### config.mk
export PLATFORM = sky130hd
export DESIGN_NAME = click_classifier
export DESIGN_NICKNAME = d
export VERILOG_FILES = /design/src/rtl/click_pkg.sv /design/src/rtl/gap_timer.sv /design/src/rtl/click_classifier.sv
export SDC_FILE = /design/constraint.sdc
export NUM_CORES = 1
export LEC_CHECK = 0
export ABC_AREA = 1
export CAP_MARGIN = 25
export CORE_ASPECT_RATIO = 1.75
export CORE_MARGIN = 1
export CORE_UTILIZATION = 35
export CTS_CLUSTER_SIZE = 40
export DETAILED_ROUTE_END_ITERATION = 16
export GPL_ROUTABILITY_DRIVEN = 0
export GPL_TIMING_DRIVEN = 0
export MAX_ROUTING_LAYER = met4
export PLACE_DENSITY = 0.51
export SKIP_CTS_REPAIR_TIMING = 1
export SYNTH_ARGS = -nofsm -noshare
export SYNTH_HDL_FRONTEND = slang
export SYNTH_HIERARCHICAL = 1
export SYNTH_SLANG_ARGS = --single-unit
### constraint.sdc
create_clock -name ckht -period 2.1 [get_ports ckht]
set_clock_uncertainty 0.2 [all_clocks]
set_input_delay 0.315 -clock ckht [delete_from_list [all_inputs] [get_ports ckht]]
set_output_delay 0.315 -clock ckht [all_outputs]
set_load 0.01 [all_outputs]
### src/rtl/click_pkg.sv
// Shared types and event codes for the click classifier.
package click_pkg;

    typedef enum logic [1:0] {
        IDLE  = 2'd0,
        WAIT2 = 2'd1,
        WAIT3 = 2'd2
    } state_e;

    localparam logic [1:0] EVT_NONE   = 2'd0;
    localparam logic [1:0] EVT_SINGLE = 2'd1;
    localparam logic [1:0] EVT_DOUBLE = 2'd2;
    localparam logic [1:0] EVT_TRIPLE = 2'd3;

endpackage

### src/rtl/gap_timer.sv
// Inter-press gap timer: clear has priority over enable; tc flags the last in-window cycle.
module gap_timer #(
    parameter int unsigned WINDOW_CYCLES = 25_000_000,
    parameter int unsigned TMR_W         = $clog2(WINDOW_CYCLES)
) (
    input  logic clk_i,
    input  logic rst_i,
    input  logic clr_i,
    input  logic en_i,
    output logic tc_o
);

    logic [TMR_W-1:0] cnt_q, cnt_d;

    always_comb begin
        cnt_d = cnt_q;
        if (clr_i) begin
            cnt_d = '0;
        end else if (en_i) begin
            cnt_d = cnt_q + 1'b1;
        end
    end

    always_ff @(posedge clk_i) begin
        if (rst_i) begin
            cnt_q <= '0;
        end else begin
            cnt_q <= cnt_d;
        end
    end

    // The owning FSM clears on every transition, so the count never passes tc.
    assign tc_o = (cnt_q == TMR_W'(WINDOW_CYCLES - 1));

endmodule

### src/rtl/click_classifier.sv
// Classifies bursts of debounced press pulses into single/double/triple click events.
module click_classifier
    import click_pkg::*;
#(
    parameter int unsigned WINDOW_CYCLES = 25_000_000
) (
    input  logic       ckht,
    input  logic       rst,
    input  logic       xcdlh,
    output logic       single_click,
    output logic       double_click,
    output logic       triple_click,
    output logic [1:0] last_evt,
    output logic       busy
);

    localparam int unsigned TMR_W = $clog2(WINDOW_CYCLES);

    state_e     state_q, state_d;
    logic       single_q, single_d;
    logic       double_q, double_d;
    logic       triple_q, triple_d;
    logic [1:0] evt_q, evt_d;
    logic       tmr_clr, tmr_en, tmr_tc;

    gap_timer #(
        .WINDOW_CYCLES(WINDOW_CYCLES),
        .TMR_W        (TMR_W)
    ) u_gap_timer (
        .clk_i(ckht),
        .rst_i(rst),
        .clr_i(tmr_clr),
        .en_i (tmr_en),
        .tc_o (tmr_tc)
    );

    // A press always takes priority over a coincident timeout.
    always_comb begin
        state_d  = state_q;
        tmr_clr  = 1'b0;
        tmr_en   = 1'b0;
        single_d = 1'b0;
        double_d = 1'b0;
        triple_d = 1'b0;
        evt_d    = evt_q;
        unique case (state_q)
            IDLE: begin
                if (xcdlh) begin
                    state_d = WAIT2;
                    tmr_clr = 1'b1;
                end
            end
            WAIT2: begin
                tmr_en = 1'b1;
                if (xcdlh) begin
                    state_d = WAIT3;
                    tmr_clr = 1'b1;
                end else if (tmr_tc) begin
                    state_d  = IDLE;
                    tmr_clr  = 1'b1;
                    single_d = 1'b1;
                    evt_d    = EVT_SINGLE;
                end
            end
            WAIT3: begin
                tmr_en = 1'b1;
                if (xcdlh) begin
                    state_d  = IDLE;
                    tmr_clr  = 1'b1;
                    triple_d = 1'b1;
                    evt_d    = EVT_TRIPLE;
                end else if (tmr_tc) begin
                    state_d  = IDLE;
                    tmr_clr  = 1'b1;
                    double_d = 1'b1;
                    evt_d    = EVT_DOUBLE;
                end
            end
            default: begin
                state_d = IDLE;
                tmr_clr = 1'b1;
            end
        endcase
    end

    always_ff @(posedge ckht) begin
        if (rst) begin
            state_q  <= IDLE;
            single_q <= 1'b0;
            double_q <= 1'b0;
            triple_q <= 1'b0;
            evt_q    <= EVT_NONE;
        end else begin
            state_q  <= state_d;
            single_q <= single_d;
            double_q <= double_d;
            triple_q <= triple_d;
            evt_q    <= evt_d;
        end
    end

    assign single_click = single_q;
    assign double_click = double_q;
    assign triple_click = triple_q;
    assign last_evt     = evt_q;
    assign busy         = (state_q != IDLE);

endmodule

======== After elaboration in Yosys (flattened, before gate mapping) ========
Cells that the tools add are included.
storage, ports and cells
  register bits ........................... 32
  latch bits .............................. 0
  RAM bits ................................ 0
  memory bits (read-only) ................. 0
  input port bits ......................... 3
  output and inout port bits .............. 6
  logic and storage cells ................. 40
  memories kept ........................... 0
operators by class
  $add $sub $neg .......................... 1
  $mul .................................... 0
  div/mod/pow operators ................... 0
  magnitude comparators ................... 0
  equality and inequality tests ........... 7
  shifts and indexed selects .............. 0
  multiplexer cells ....................... 16
  bitwise logic cells ..................... 2
  reduce and logical (&&, ||, !) cells .... 8
operators by type and width
  kind                                                                   count
  25-bit by 1-bit adder with 25-bit output, second input constant        1
  25-bit equality test, second input constant                            1
  2-bit two-way mux                                                      8
  2-bit OR reduction                                                     4
  2-bit != test, second input constant                                   3
  2-bit one-hot mux with 3 select lines                                  1
  1-bit two-way mux                                                      5
  2-bit one-hot mux with 2 select lines                                  1
  4-bit AND reduction                                                    1
  2-bit nonzero test                                                     2
  3-bit != test, second input constant                                   1
  2-bit by 1-bit equality test with 1-bit output, second input constant  1
  2-bit equality test, second input constant                             1
  2-bit logical NOT                                                      1
  1-bit inverter                                                         2
  1-bit one-hot mux with 2 select lines                                  1

======== Longest topological paths before layout ========
Gate-level depths: netlist (run 1).
  depth in word-level cells ............... 5
  gate-level depth with buffers ........... 14
  mapped depth without buffers ............ 14

======== Modules after synthesis ========
Netlist (run 1), hierarchy kept.
modules (own cells, without submodules)
  module            times used  cells each  area an instance (sq um)  sequential area each (sq um)
  gap_timer         1           201         1,366.3                   500.5
  click_classifier  1           47          347.8                     140.1

======== Least setup slack after synthesis (run 1) ========
OpenSTA, ideal clock, no wires.
  kind .................................... reg2reg
  start ................................... reg u_gap_timer.cnt_q[0]
  end ..................................... reg u_gap_timer.cnt_q[0]
  library setup time ...................... 0.070 ns
  data arrival time ....................... 1.771 ns
  required time ........................... 1.830 ns
  path slack .............................. 0.059 ns
  cell stages (with the launch flop) ...... 14
  buffers on the path ..................... 1
  clock period less this slack ............ 2.041 ns
  path through ............................ dfxtp_1 > ha_1 > nand4_1 > nor2_1 > nand2_1 > nor2_1 > nor2_1 > inv_1 > a21oi_1 > o21ai_0 > nor2_1 > clkbuf_1 > o21ai_0 > a21oi_1
on the way
  longest elaborated chain between the ends .. 5
  elaborated cells on any way between the ends .. 6
  classes of those cells .................. 1 x add/sub; 1 x eq/ne; 3 x mux; 1 x reduce/logical
ends and longest elaborated chain
  what                                   line                                            text
  start, declared                        gap_timer.sv:13                                 logic [TMR_W-1:0] cnt_q, cnt_d;
  start signal, assigned                 gap_timer.sv:28                                 cnt_q <= cnt_d;
  25-bit equality test                   gap_timer.sv:33                                 assign tc_o = (cnt_q == TMR_W'(WINDOW_CYCLES - 1));
  via tmr_tc                             click_classifier.sv:24                          logic tmr_clr, tmr_en, tmr_tc;
  1-bit two-way mux                      click_classifier.sv:58, click_classifier.sv:72
  1-bit two-way mux                      click_classifier.sv:55                          if (xcdlh) begin
  1-bit one-hot mux with 2 select lines  click_classifier.sv:46                          unique case (state_q)
  via tmr_clr                            click_classifier.sv:24
  2-bit OR reduction (no line)           n/a
The timed path passes the listed nets, and every way through them passes these cells.
A chain may end at the register's enable or synchronous reset.

======== Final worst setup path (run 1) ========
  start ................................... reg u_gap_timer.cnt_q[12]
  end ..................................... reg u_gap_timer.cnt_q[2]
Same word-level chain as after synthesis.

==> results of run 1 <==
## routing by layer
layer	vias up	track usage	part of all wire
li1	839	-	-
met1	702	0.1900	0.38
met2	25	0.3253	0.57
met3	13	0.03382	0.024
met4	0	0.09167	0.032
met5	-	-	0
## stage by stage
step           std cells  utilization  hold slack (ns)
6_report             321       0.4413           0.2589
5_1_grt              321       0.4413           0.2885
4_1_cts              316       0.4141           0.2601
3_5_place_dp         308       0.3950           0.2479
3_3_place_gp         308       0.3950           0.2411
2_1_floorplan        248            -           0.1841
## cells in the mapped netlist
cell type,n
buf_4,1
nor3_1,3
inv_1,22
o21a_1,2
nand2_1,60
o21ai_1,1
nor2_1,45
and3_1,1
ha_1,5
or2_1,1
buf_1,1
xor2_1,1
nor4_1,1
nand3_2,2
nor2_4,4
nor4b_1,1
nand2_2,4
clkbuf_1,1
o22ai_1,1
dfxtp_1,32
nand3_1,13
o21bai_1,1
nor2_2,3
and2_1,3
nor2_8,2
o21ai_0,10
nand2_4,2
nand3b_1,1
a21oi_1,23
nand4_1,1
## power by group through the flow
stage / Combinational (W) / Sequential (W) / Clock (W)
floorplan: 0.0000778 / 0.000636 / 0
global placement: 0.000117 / 0.000637 / 0
detailed placement: 0.000117 / 0.000637 / 0
CTS: 0.000117 / 0.000624 / 0.000503
global route: 0.000165 / 0.000627 / 0.000531
finish: 0.000146 / 0.000626 / 0.000482
## final cells by class
| class | count | area share |
|---|---|---|
| multi-input combinational | 191 | 0.4970 |
| sequential | 32 | 0.3127 |
| timing repair buffer | 13 | 0.05964 |
| clock buffer | 8 | 0.04337 |
| inverter | 22 | 0.03976 |
| tap | 52 | 0.03133 |
| buffer | 3 | 0.01627 |
## layout by cell type (no fill, tap or decap), types with 2 or more instances in the layout
cell	netlist	layout
clkdlybuf4s50_1	0	7
nand2_2	4	5
o21a_1	2	2
clkbuf_1	1	2
inv_2	0	2
nor2_8	2	2
nor3_1	3	3
nor2_1	45	40
inv_1	22	20
nand3_2	2	2
nand3_1	13	13
nand2_1	60	59
clkbuf_8	0	6
ha_1	5	4
o21ai_0	10	9
buf_6	0	4
nor2_4	4	7
dfxtp_2	0	4
buf_4	1	4
nand2_4	2	2
a21oi_1	23	22
and2_1	3	3
nor2_2	3	5
dfxtp_1	32	27
## sequential cells by signal (all words and copies together), names as in the netlist
signal and count:
u_gap_timer/cnt_q 25, triple_click 1, last_evt 2, state_q 2, single_click 1, double_click 1
## worst min-delay path, stage by stage (launching register included)
cell	delay [ns]
dfxtp_1	0.32
inv_1	0.05
a21oi_1	0.05
## logic make-up (layout without fill, tap and decap cells)
group           Yosys count  in the layout  share of synthesized area
compound gates           38             38                     0.1161
flops                    32             32                     0.3737
buf+inv                  25             46                    0.05693
simple gates            147            147                     0.4117
xor+xnor                  1              1                   0.005110
fa+ha+maj                 5              5                    0.03650
## worst paths after layout
kind	to	slack [ns]	depth (start not counted)
worst max-delay path	u_gap_timer/cnt_q[2]	0.12	12
worst min-delay path	last_evt[0]	0.26	2
worst max register to register	u_gap_timer/cnt_q[2]	0.12	12
worst min register to register	last_evt[0]	0.26	2
==> results.py, run 1 <==
metrics = {
    "worst_setup_path": {
        "path_class": "flop to flop",
        "worstSetupStartpoint": "u_gap_timer/cnt_q[12]",
        "slowest_stage": "dfxtp_1",
        "cp_max_fo": 5,
        "slowest_delay_ns": 0.38,
        "end_kind": "flop",
        "path_delay_family": "simple AND/OR/NAND/NOR gates",
        "worst_path_most_repeated_cell": "nor2_4",
        "arrival_ns": 1.96,
        "r2r-start": "u_gap_timer/cnt_q[12]",
        "path_cells": "nand2_1 > nor4_2 > nand2_2 > nor2_4 > nor2_4 > inv_2 > a21oi_2 > o21ai_2 > nor2_4 > buf_6 > o21ai_0 > a21oi_1",
        "start_kind": "flop",
        "crit_buf_inv": 2,
        "crit_required_ns": 2.07,
    },
    "global_routing": {
        "overflow": 0,
        "grt_max_degree": 11,
        "track_usage": 0.1870,
        "grt_pass1_vias": 1481,
        "grt_pass1_wl_um": 6637,
        "antenna_found_initial": 0,
    },
    "hold_path": {
        "hold_path.startpoint": "last_evt[0]",
        "hp-class": "flop to flop",
    },
    "layout": {
        "area_delta_synth_final_pct": 21.17,
        "multi_input_area_um2": 1032,
        "fillCellCount": 502,
        "drive_gt1_frac": 0.1784,
        "seqCellArea_um2": 649.4,
        "nets": 276,
        "diodes": 0,
        "fin_area_um2": 2077,
    },
    "logic_synthesis": {
        "synth_top_area_frac": 0.3737,
        "synth_area_leaders": "dfxtp_1, nand2_1, nor2_1, a21oi_1, inv_1",
        "yosysUniqueCellTypes": 30,
        "synthCells": 248,
        "ys_seq_area_frac": 0.3737,
        "syn-num-nets": 256,
        "syn_area_per_cell_um2": 6.912,
        "synth_seq_cells": 32,
        "ys.warnings.count": 6,
        "syn_area_um2": 1714,
        "yosys.area.top_type": "dfxtp_1",
    },
    "flow_run": {
        "drv_cap": 0,
    },
    "place": {
        "placement.setup.worst_slack_ns": -0.4426,
        "post_dp_cell_area_um2": 1859,
        "dp_hpwl_um": 3092,
        "numPortBuffers": 8,
    },
    "detailed_routing": {
        "initialDrtViolationCount": 31,
        "totalWireLength_um": 4103,
        "first_pass_iters": 4,
        "post_drt_wl_per_cell_um": 12.78,
        "drc_errors": 0,
        "drt-vias-per-instance": 4.919,
        "via_count": 1579,
        "drtAntennaViolNets": 0,
    },
    "cts": {
        "cts.sinks": 32,
        "clk_pin_slew_worst_paths_ns": 0.07,
        "cts_tree": "built",
        "cts_made_buffers": 5,
        "cts_root_buf": "clkbuf_8",
        "clock_path_buffers": 2,
        "htree_levels": 2,
        "clk_latency_ns": 0.28,
    },
    "floorplanning": {
        "core_um2": 4707,
        "start_util": 0.3642,
        "fp-row-count": 33,
        "die_area_um2": 5192,
        "dieWidth_um": 54.90,
        "die_h_um": 94.58,
        "ios": 9,
    },
    "timing": {
        "slew_viol_final": 0,
        "setup_viol": 0,
        "fmax_mhz": 504.0,
        "tns_ns": 0,
        "post-route-min-period_ns": 1.984,
        "worst_pin_slew_ns": 0.3135,
        "timing_hold_violations_final": 0,
        "fin_crit_sh": 0.9448,
        "slew_headroom": 0.7902,
        "fin_ws_ns": 0.1159,
    },
    "run_status": {
        "status": "finished, final reports clean",
    },
    "power_and_ir_drop": {
        "comb_power_share": 0.116,
        "total_power_w": 0.001255,
        "netSwitchingPower_w": 0.0003084,
        "internal-power_w": 0.0009462,
        "pwr-share-clk": 0.384,
        "peakVddDrop_mv": 0.4267,
        "p_leak_nw": 0.7722,
        "pwr_density_cell_nw_per_um2": 604.0,
        "sw_frac_of_total": 0.2458,
        "pwr-share-seq": 0.499,
    },
}
Power figures use the tool's default switching activity.
==> run 2: changes to the inputs <==
Settings changed: CAP_MARGIN 25 to 10.
==> results of run 2 <==
No change in the layout: final DEF, timing and power equal those of run 1.
